--- src/rtl/lsu_mem_stage.sv ---
// Memory-stage load/store unit: turns the ALU effective address into one word-aligned
// data-memory request over a gnt/rvalid handshake and returns extended load data.
module lsu_mem_stage #(
    parameter int D_WIDTH = 32  // lane slicing below assumes a 32-bit word
) (
    input  logic               clk,
    input  logic               rst_n,
    input  logic               Valid,
    input  logic               MemRead,
    input  logic               MemWrite,
    input  logic [2:0]         Funct3,
    input  logic [D_WIDTH-1:0] ALUResult,
    input  logic [D_WIDTH-1:0] WriteData,
    output logic               Stall,
    output logic               ResultValid,
    output logic [D_WIDTH-1:0] LoadData,
    output logic               Fault,
    output logic               mem_req,
    output logic               mem_we,
    output logic [D_WIDTH-1:0] mem_addr,
    output logic [3:0]         mem_be,
    output logic [D_WIDTH-1:0] mem_wdata,
    input  logic               mem_gnt,
    input  logic               mem_rvalid,
    input  logic [D_WIDTH-1:0] mem_rdata
);

    typedef enum logic [1:0] {
        IDLE,
        REQ,
        WAIT,
        DONE
    } state_t;

    localparam logic [2:0] F3_B  = 3'b000;
    localparam logic [2:0] F3_H  = 3'b001;
    localparam logic [2:0] F3_W  = 3'b010;
    localparam logic [2:0] F3_BU = 3'b100;
    localparam logic [2:0] F3_HU = 3'b101;

    state_t state;
    state_t state_next;

    // Access captured at acceptance; held for the whole transaction.
    logic [D_WIDTH-1:0] addr_q;
    logic [2:0]         funct3_q;
    logic               is_store_q;
    logic [3:0]         be_q;
    logic [D_WIDTH-1:0] wdata_q;
    logic               fault_q;
    logic [D_WIDTH-1:0] load_data_q;

    logic               access;
    logic               accept;
    logic               funct3_ok;
    logic               aligned;
    logic               illegal;
    logic [3:0]         be_new;
    logic [D_WIDTH-1:0] wdata_new;
    logic [7:0]         byte_lane;
    logic [15:0]        half_lane;
    logic [D_WIDTH-1:0] load_ext;

    assign access = Valid & (MemRead | MemWrite);
    assign accept = (state == IDLE) & access;

    // Legality of the incoming access: encoding, direction and natural alignment.
    always_comb begin
        // NOTE: every signal assigned in a combinational block gets a default first,
        // so no path through the case leaves it unassigned and infers a latch.
        funct3_ok = 1'b0;
        aligned   = 1'b1;
        case (Funct3)
            F3_B: begin
                funct3_ok = 1'b1;
            end
            F3_H: begin
                funct3_ok = 1'b1;
                aligned   = ~ALUResult[0];
            end
            F3_W: begin
                funct3_ok = 1'b1;
                aligned   = (ALUResult[1:0] == 2'b00);
            end
            F3_BU: begin
                funct3_ok = ~MemWrite;
            end
            F3_HU: begin
                funct3_ok = ~MemWrite;
                aligned   = ~ALUResult[0];
            end
            default: begin
                funct3_ok = 1'b0;
            end
        endcase
        illegal = (MemRead & MemWrite) | ~funct3_ok | ~aligned;
    end

    // Byte enables and lane-replicated store data for the incoming access.
    always_comb begin
        be_new    = 4'b1111;
        wdata_new = WriteData;
        case (Funct3[1:0])
            2'b00: begin
                be_new    = 4'b0001 << ALUResult[1:0];
                wdata_new = {4{WriteData[7:0]}};
            end
            2'b01: begin
                be_new    = 4'b0011 << {ALUResult[1], 1'b0};
                wdata_new = {2{WriteData[15:0]}};
            end
            default: begin
                be_new    = 4'b1111;
                wdata_new = WriteData;
            end
        endcase
    end

    // Lane selection and extension of the returned read word.
    always_comb begin
        byte_lane = mem_rdata[7:0];
        case (addr_q[1:0])
            2'b00:   byte_lane = mem_rdata[7:0];
            2'b01:   byte_lane = mem_rdata[15:8];
            2'b10:   byte_lane = mem_rdata[23:16];
            default: byte_lane = mem_rdata[31:24];
        endcase
        half_lane = addr_q[1] ? mem_rdata[31:16] : mem_rdata[15:0];

        load_ext = mem_rdata;
        case (funct3_q)
            F3_B:    load_ext = {{(D_WIDTH-8){byte_lane[7]}}, byte_lane};
            F3_BU:   load_ext = {{(D_WIDTH-8){1'b0}}, byte_lane};
            F3_H:    load_ext = {{(D_WIDTH-16){half_lane[15]}}, half_lane};
            F3_HU:   load_ext = {{(D_WIDTH-16){1'b0}}, half_lane};
            default: load_ext = mem_rdata;
        endcase
    end

    always_comb begin
        state_next = state;
        case (state)
            IDLE: begin
                if (access) begin
                    state_next = illegal ? DONE : REQ;
                end
            end
            REQ: begin
                if (mem_gnt) begin
                    state_next = is_store_q ? DONE : WAIT;
                end
            end
            WAIT: begin
                if (mem_rvalid) begin
                    state_next = DONE;
                end
            end
            DONE: begin
                state_next = IDLE;
            end
            default: begin
                state_next = IDLE;
            end
        endcase
    end

    always_ff @(posedge clk or negedge rst_n) begin
        // NOTE: the datapath registers are reset too, because every bus output
        // is driven straight from them and must read 0 during reset.
        if (!rst_n) begin
            state       <= IDLE;
            addr_q      <= '0;
            funct3_q    <= '0;
            is_store_q  <= 1'b0;
            be_q        <= '0;
            wdata_q     <= '0;
            fault_q     <= 1'b0;
            load_data_q <= '0;
        end else begin
            // NOTE: sequential state uses non-blocking assignments so every register
            // samples pre-edge values regardless of statement order.
            state <= state_next;
            if (accept) begin
                if (illegal) begin
                    fault_q <= 1'b1;
                end else begin
                    addr_q     <= ALUResult;
                    funct3_q   <= Funct3;
                    is_store_q <= MemWrite;
                    be_q       <= be_new;
                    wdata_q    <= wdata_new;
                end
            end
            if (state == DONE) begin
                fault_q <= 1'b0;
            end
            if ((state == WAIT) && mem_rvalid) begin
                load_data_q <= load_ext;
            end
        end
    end

    // Stall drops in DONE so the pipeline advances on the completion cycle.
    assign Stall       = accept | (state == REQ) | (state == WAIT);
    assign ResultValid = (state == DONE);
    assign Fault       = fault_q;
    assign LoadData    = load_data_q;

    assign mem_req   = (state == REQ);
    assign mem_we    = (state == REQ) & is_store_q;
    assign mem_addr  = {addr_q[D_WIDTH-1:2], 2'b00};
    assign mem_be    = be_q;
    assign mem_wdata = wdata_q;

endmodule

--- config.mk ---
export PLATFORM = sky130hd
export DESIGN_NAME = lsu_mem_stage
export DESIGN_NICKNAME = d
export VERILOG_FILES = /design/src/rtl/lsu_mem_stage.sv
export SDC_FILE = /design/constraint.sdc
export NUM_CORES = 1
export LEC_CHECK = 0
export BUFFER_PORTS_ARGS = -buffer_cell sky130_fd_sc_hd__buf_2
export CORE_MARGIN = 2
export CORE_UTILIZATION = 50
export CTS_BUF_LIST = sky130_fd_sc_hd__clkbuf_4
export DETAILED_ROUTE_END_ITERATION = 16
export GPL_TIMING_DRIVEN = 0
export PLACE_DENSITY = 0.82
export RECOVER_POWER = 100
export SLEW_MARGIN = 40
export SYNTH_ARGS = -nofsm -noshare
export SYNTH_HDL_FRONTEND = slang
export SYNTH_SLANG_ARGS = --single-unit
export TNS_END_PERCENT = 100
--- constraint.sdc ---
create_clock -name clk -period 2.8 [get_ports clk]
set_input_delay 0.28 -clock clk [delete_from_list [all_inputs] [get_ports clk]]
set_output_delay 0.28 -clock clk [all_outputs]
set_load 0.01 [all_outputs]
# Yosys cells after proc, flatten, opt, wreduce, memory -nomap -nowiden
# Index checks and enable logic that the tools add are counted.
# op_classes
reduce_logical	15
bitwise	14
shifts	2
n_mux	16
eq_ne	16
# ops
op	count
$pmux W32 S4	1
$pmux W32 S2	1
$pmux W8 S3	1
$mux W16	1
$eq A3 B3 Y1 const B	4
$logic_not A2 Y1	4
$mux W2	4
$pmux W2 S4	1
$pmux W4 S2	1
$eq A2 B1 Y1 const B	3
$eq A2 B2 Y1 const B	3
$eq A3 B1 Y1 const B	2
$logic_not A3 Y1	2
$not A1 Y1	5
$or A1 B1 Y1	5
$and A1 B1 Y1	4
$mux W1	4
$ne A2 B2 Y1 const B	2
$pmux W1 S2	2
$reduce_and A2 Y1	2
$reduce_bool A2 Y1	2
$reduce_or A2 Y1	2
$shl A1 B2 Y4 const A	1
$shl A2 B2 Y4 const A	1
5 further kinds	5
# word_totals
elab_cells	71
regBits	107
input_bits	106
out_inout_bits	105

# Logic depth before layout (Yosys ltp)
# logic_depth
depth_word	9
ltp_mapped	8
ltp_nobuf	6

# Worst setup path after synthesis
# No wires, ideal clock.
# synth_path
path_kind	register to register
start	reg state[0]
end	reg wdata_q[6] (netlist: mem_wdata[6])
path_slack_ps	1101
period_less_slack_ps	1699
path_buffers	2
setup_time_ps	125
arrival_ps	1574
required_time_ps	2675
stages_incl_launch_ff	8
cell_sequence	dfrtp_1 > inv_1 > ha_1 > o211a_1 > nand4_1 > buf_2 > buf_2 > mux2_4
# synth_via
elab_chain_cells	3
# synth_rtl
item	line_no	rtl
start: declaration	41	state_t state;
start signal: assignment	182	state <= state_next;
$logic_not A2 Y1	65	assign accept = (state == IDLE) & access;
$and A1 B1 Y1	65	
$reduce_and A2 Y1 (no source line)	--	
end signal: assignment	191	wdata_q <= wdata_new;
end: declaration	49	logic [D_WIDTH-1:0] wdata_q;
# Every way passes these cells.
# A chain may end at the register's enable or synchronous reset.

# Final worst setup path
# layout_path
start	reg state[1]
end	reg wdata_q[7] (netlist: mem_wdata[7])
# The elaborated chain is that of the path after synthesis.

==> flow_summary.json <==
{
  "status": "completed",
  "cp.required_ns": 3.16,
  "synthToLayoutAreaGrowth_pct": 20.02,
  "clk_pin_slew_ns": 0.16,
  "crit_fanout": 10,
  "max_slew_margin": 0.2370,
  "synth_fa_ha_area_frac": 0.01163,
  "fin_skew_ns": 0.02492,
  "wire_per_inst_um": 16.21,
  "hpwl_mm": 10.67,
  "fin_ws_ns": 0.4553,
  "core_um2": 10370,
  "hold_viol": 0,
  "clock_latency_ns": 0.46,
  "use_met1": 0.3097,
  "route.detailed.drc": 0,
  "finalWeightedCongestion": 0.8263,
  "reg2reg_slack_ns": 0.46,
  "ctsResizeCount": 0,
  "drt_pass1_iterations": 5,
  "final.period_utilization": 0.8374,
  "synthesis.instances": 497,
  "routed_via_density": 5.224,
  "synth-simple-area-share": 0.1030,
  "cts_tree": "yes",
  "vias": 4487,
  "drv_slew": 0,
  "yosys_warnings": 0,
  "cp_common_cell": "clkbuf_1",
  "min_period_ns": 2.345,
  "die-area_um2": 11610,
  "cts_hold_buf": 1,
  "syn_area_um2": 5381,
  "ys_types": 38,
  "overflow": 0,
  "synth_mux_area_frac": 0.1962,
  "cp_num_cells": 7,
  "hold_class": "in -> reg",
  "ir_worst_vdd_v": 0.0004648,
  "grt_util_met2": 0.4052,
  "drv_cap": 0,
  "crit_slowest_cell": "clkbuf_1",
  "worstPathCellList": "inv_1 -> ha_1 -> o211a_1 -> nand4_1 -> clkbuf_1 -> clkbuf_1 -> mux2_1",
  "p_per_area_nw_per_um2": 1007,
  "p_leak_nw": 3.126,
  "critPathLaunchType": "flop",
  "io_buffers": 208,
  "endpoint_kind": "flop",
  "setup_tns_ns": 0,
  "crit_family": "buffers and inverters",
  "num_rows": 37,
  "routed_wl_mm": 13.92,
  "synth-xor-area-share": 0,
  "grt_usage": 0.2424,
  "rsz0062_at_grt": "no",
  "setup_viol": 0,
  "ys_ff_latch": 107,
  "grt_pass1_wl_mm": 22.09,
  "chipHeight_um": 107.7,
  "critPathArrivalTime_ns": 2.71,
  "dpl_cell_area_um2": 6634,
  "tightest_slew_ns": 1.145,
  "clock_sinks": 107,
  "grt_pass1_vias": 4507,
  "grt_antenna_before_repair": 0,
  "cts-buffers-inserted": 9,
  "cts-root-buf": "clkbuf_4",
  "io_pins": 211,
  "synth_compound_area_frac": 0.1107,
  "die_x_um": 107.7,
  "pre_cts_ws_ns": 0.7199,
  "nNetsFinal": 830,
  "worstSetupPathType": "reg -> reg",
  "start_util": 0.5189,
  "holdPathStages": 2,
  "critPathBufInv": 3,
  "busiest_layer": "met2",
  "drtIter0Drc": 247,
  "syn_area_per_cell_um2": 10.83,
  "layout-drive-gt1-share": 0.2559,
  "cts.path.max_buffers": 2,
  "fmaxAchievable_mhz": 426.5,
  "grt_max_degree": 61,
  "slowest_delay_ns": 0.46,
  "synth_top_family_by_area": "multiplexers",
  "post-route-cell-area_um2": 6459,
  "yosysSeqAreaShare": 0.4976,
  "diodes": 0,
  "htree_levels": 3,
  "ff2ff_path_depth": 7,
  "grtUsageMet3": 0.05751,
  "post_cts_buffers": 0,
  "antenna_left": 0
}
-- cell families (layout without fill, tap and decap cells) --
group / Yosys count / after routing
muxes: 83 / 83
adders and majority gates: 5 / 5
DFF: 107 / 107
and+or+nand+nor: 125 / 125
buffers and inverters: 69 / 294
AOI/OAI and AO/OA: 107 / 107
other: 1 / 2
-- state kept, by name (all words and copies together), names as in the netlist --
name	flops
is_store_q	1
LoadData	32
mem_be	4
mem_wdata	32
Fault	1
funct3_q	3
addr_q	32
state	2
-- layer usage --
metal	up-vias	routed length, um
li1	2103	-
met1	2171	5691
met2	198	6819
met3	15	1237
met4	0	174
met5	-	0
-- cell type report --
type	count	area [um2]
clock buffer	9	67.56
clock inverter	6	57.56
tap	136	170.2
fill	986	3911
buffer	61	374.1
timing repair buffer	210	930.9
inverter	8	30.03
sequential	107	2678
multi-input combinational	322	2151
-- stage by stage --
| step | utilization | hold WS (ns) | power (mW) | std cells |
|---|---|---|---|---|
| final | 0.6228 | 0.02423 | 6.502 | 859 |
| after global placement | 0.6361 | 0.4583 | 6.031 | 842 |
| after detailed placement | 0.6397 | 0.2028 | 6.175 | 843 |
| after floorplan | - | -0.01559 | 4.890 | 498 |
| after CTS | 0.6528 | 0.02245 | 6.939 | 859 |
| after global routing | 0.6228 | 0.002260 | 7.013 | 859 |
-- path summary, 6_finish.rpt --
check | startpoint | endpoint
max | state[1] | mem_wdata[7]
min in group asynchronous | rst_n | addr_q[22]
min | ALUResult[15] | addr_q[15]
max reg2reg | state[1] | mem_wdata[7]
min reg2reg | mem_wdata[17] | mem_wdata[17]
max in group asynchronous | rst_n | addr_q[3]
-- synthesized netlist by cell type (all sizes together) --
master	number	share of area
nand3b	8	0.011
nor2b	6	0.0070
o211a	1	0.0019
and2	2	0.0023
a21oi	42	0.039
a31oi	1	0.0040
nand3	3	0.0028
mux2i	32	0.060
clkbuf	15	0.010
o22a	2	0.0033
conb	1	0.00070
mux2	51	0.14
ha	5	0.012
nand2	63	0.044
o31ai	1	0.0023
inv	7	0.0049
o211ai	1	0.0014
a22oi	1	0.0014
nor2	30	0.021
or3	1	0.0012
clkinv	1	0.00070
nand4	2	0.0023
a211o	1	0.0016
or2	2	0.0023
nand2b	7	0.0081
o21ai	54	0.050
buf	46	0.064
a211oi	2	0.0037
nor3	1	0.00093
a222oi	1	0.0019
dfrtp	107	0.50
-- power breakdown --
group          internal, mW  total (mW)  leakage [nW]  switching (mW)
clock                 0.263       0.754        0.0730           0.491
sequential             2.30        2.75          1.31           0.454
combinational          1.33        3.00          1.74            1.67
-- cells in the final DEF, fill, tap and decap left out, types with 2 or more instances in the layout --
| cell type | instances |
|---|---|
| nand2_1 | 63 |
| buf_1 | 2 |
| mux2_4 | 9 |
| o22a_1 | 2 |
| o21ai_0 | 53 |
| mux2i_1 | 32 |
| mux2_2 | 8 |
| dfrtp_1 | 107 |
| buf_6 | 2 |
| buf_2 | 109 |
| nand3b_1 | 8 |
| nand3_1 | 3 |
| clkinv_2 | 3 |
| nand2b_1 | 7 |
| clkbuf_4 | 10 |
| buf_4 | 32 |
| mux2_1 | 34 |
| nor2_1 | 29 |
| conb_1 | 2 |
| clkinv_1 | 2 |
| clkbuf_1 | 119 |
| ha_1 | 5 |
| inv_1 | 7 |
| nor2b_1 | 6 |
| a21oi_1 | 42 |
| clkbuf_2 | 5 |
| nand4_1 | 2 |
Note: power is estimated with default switching activity, not from simulation.
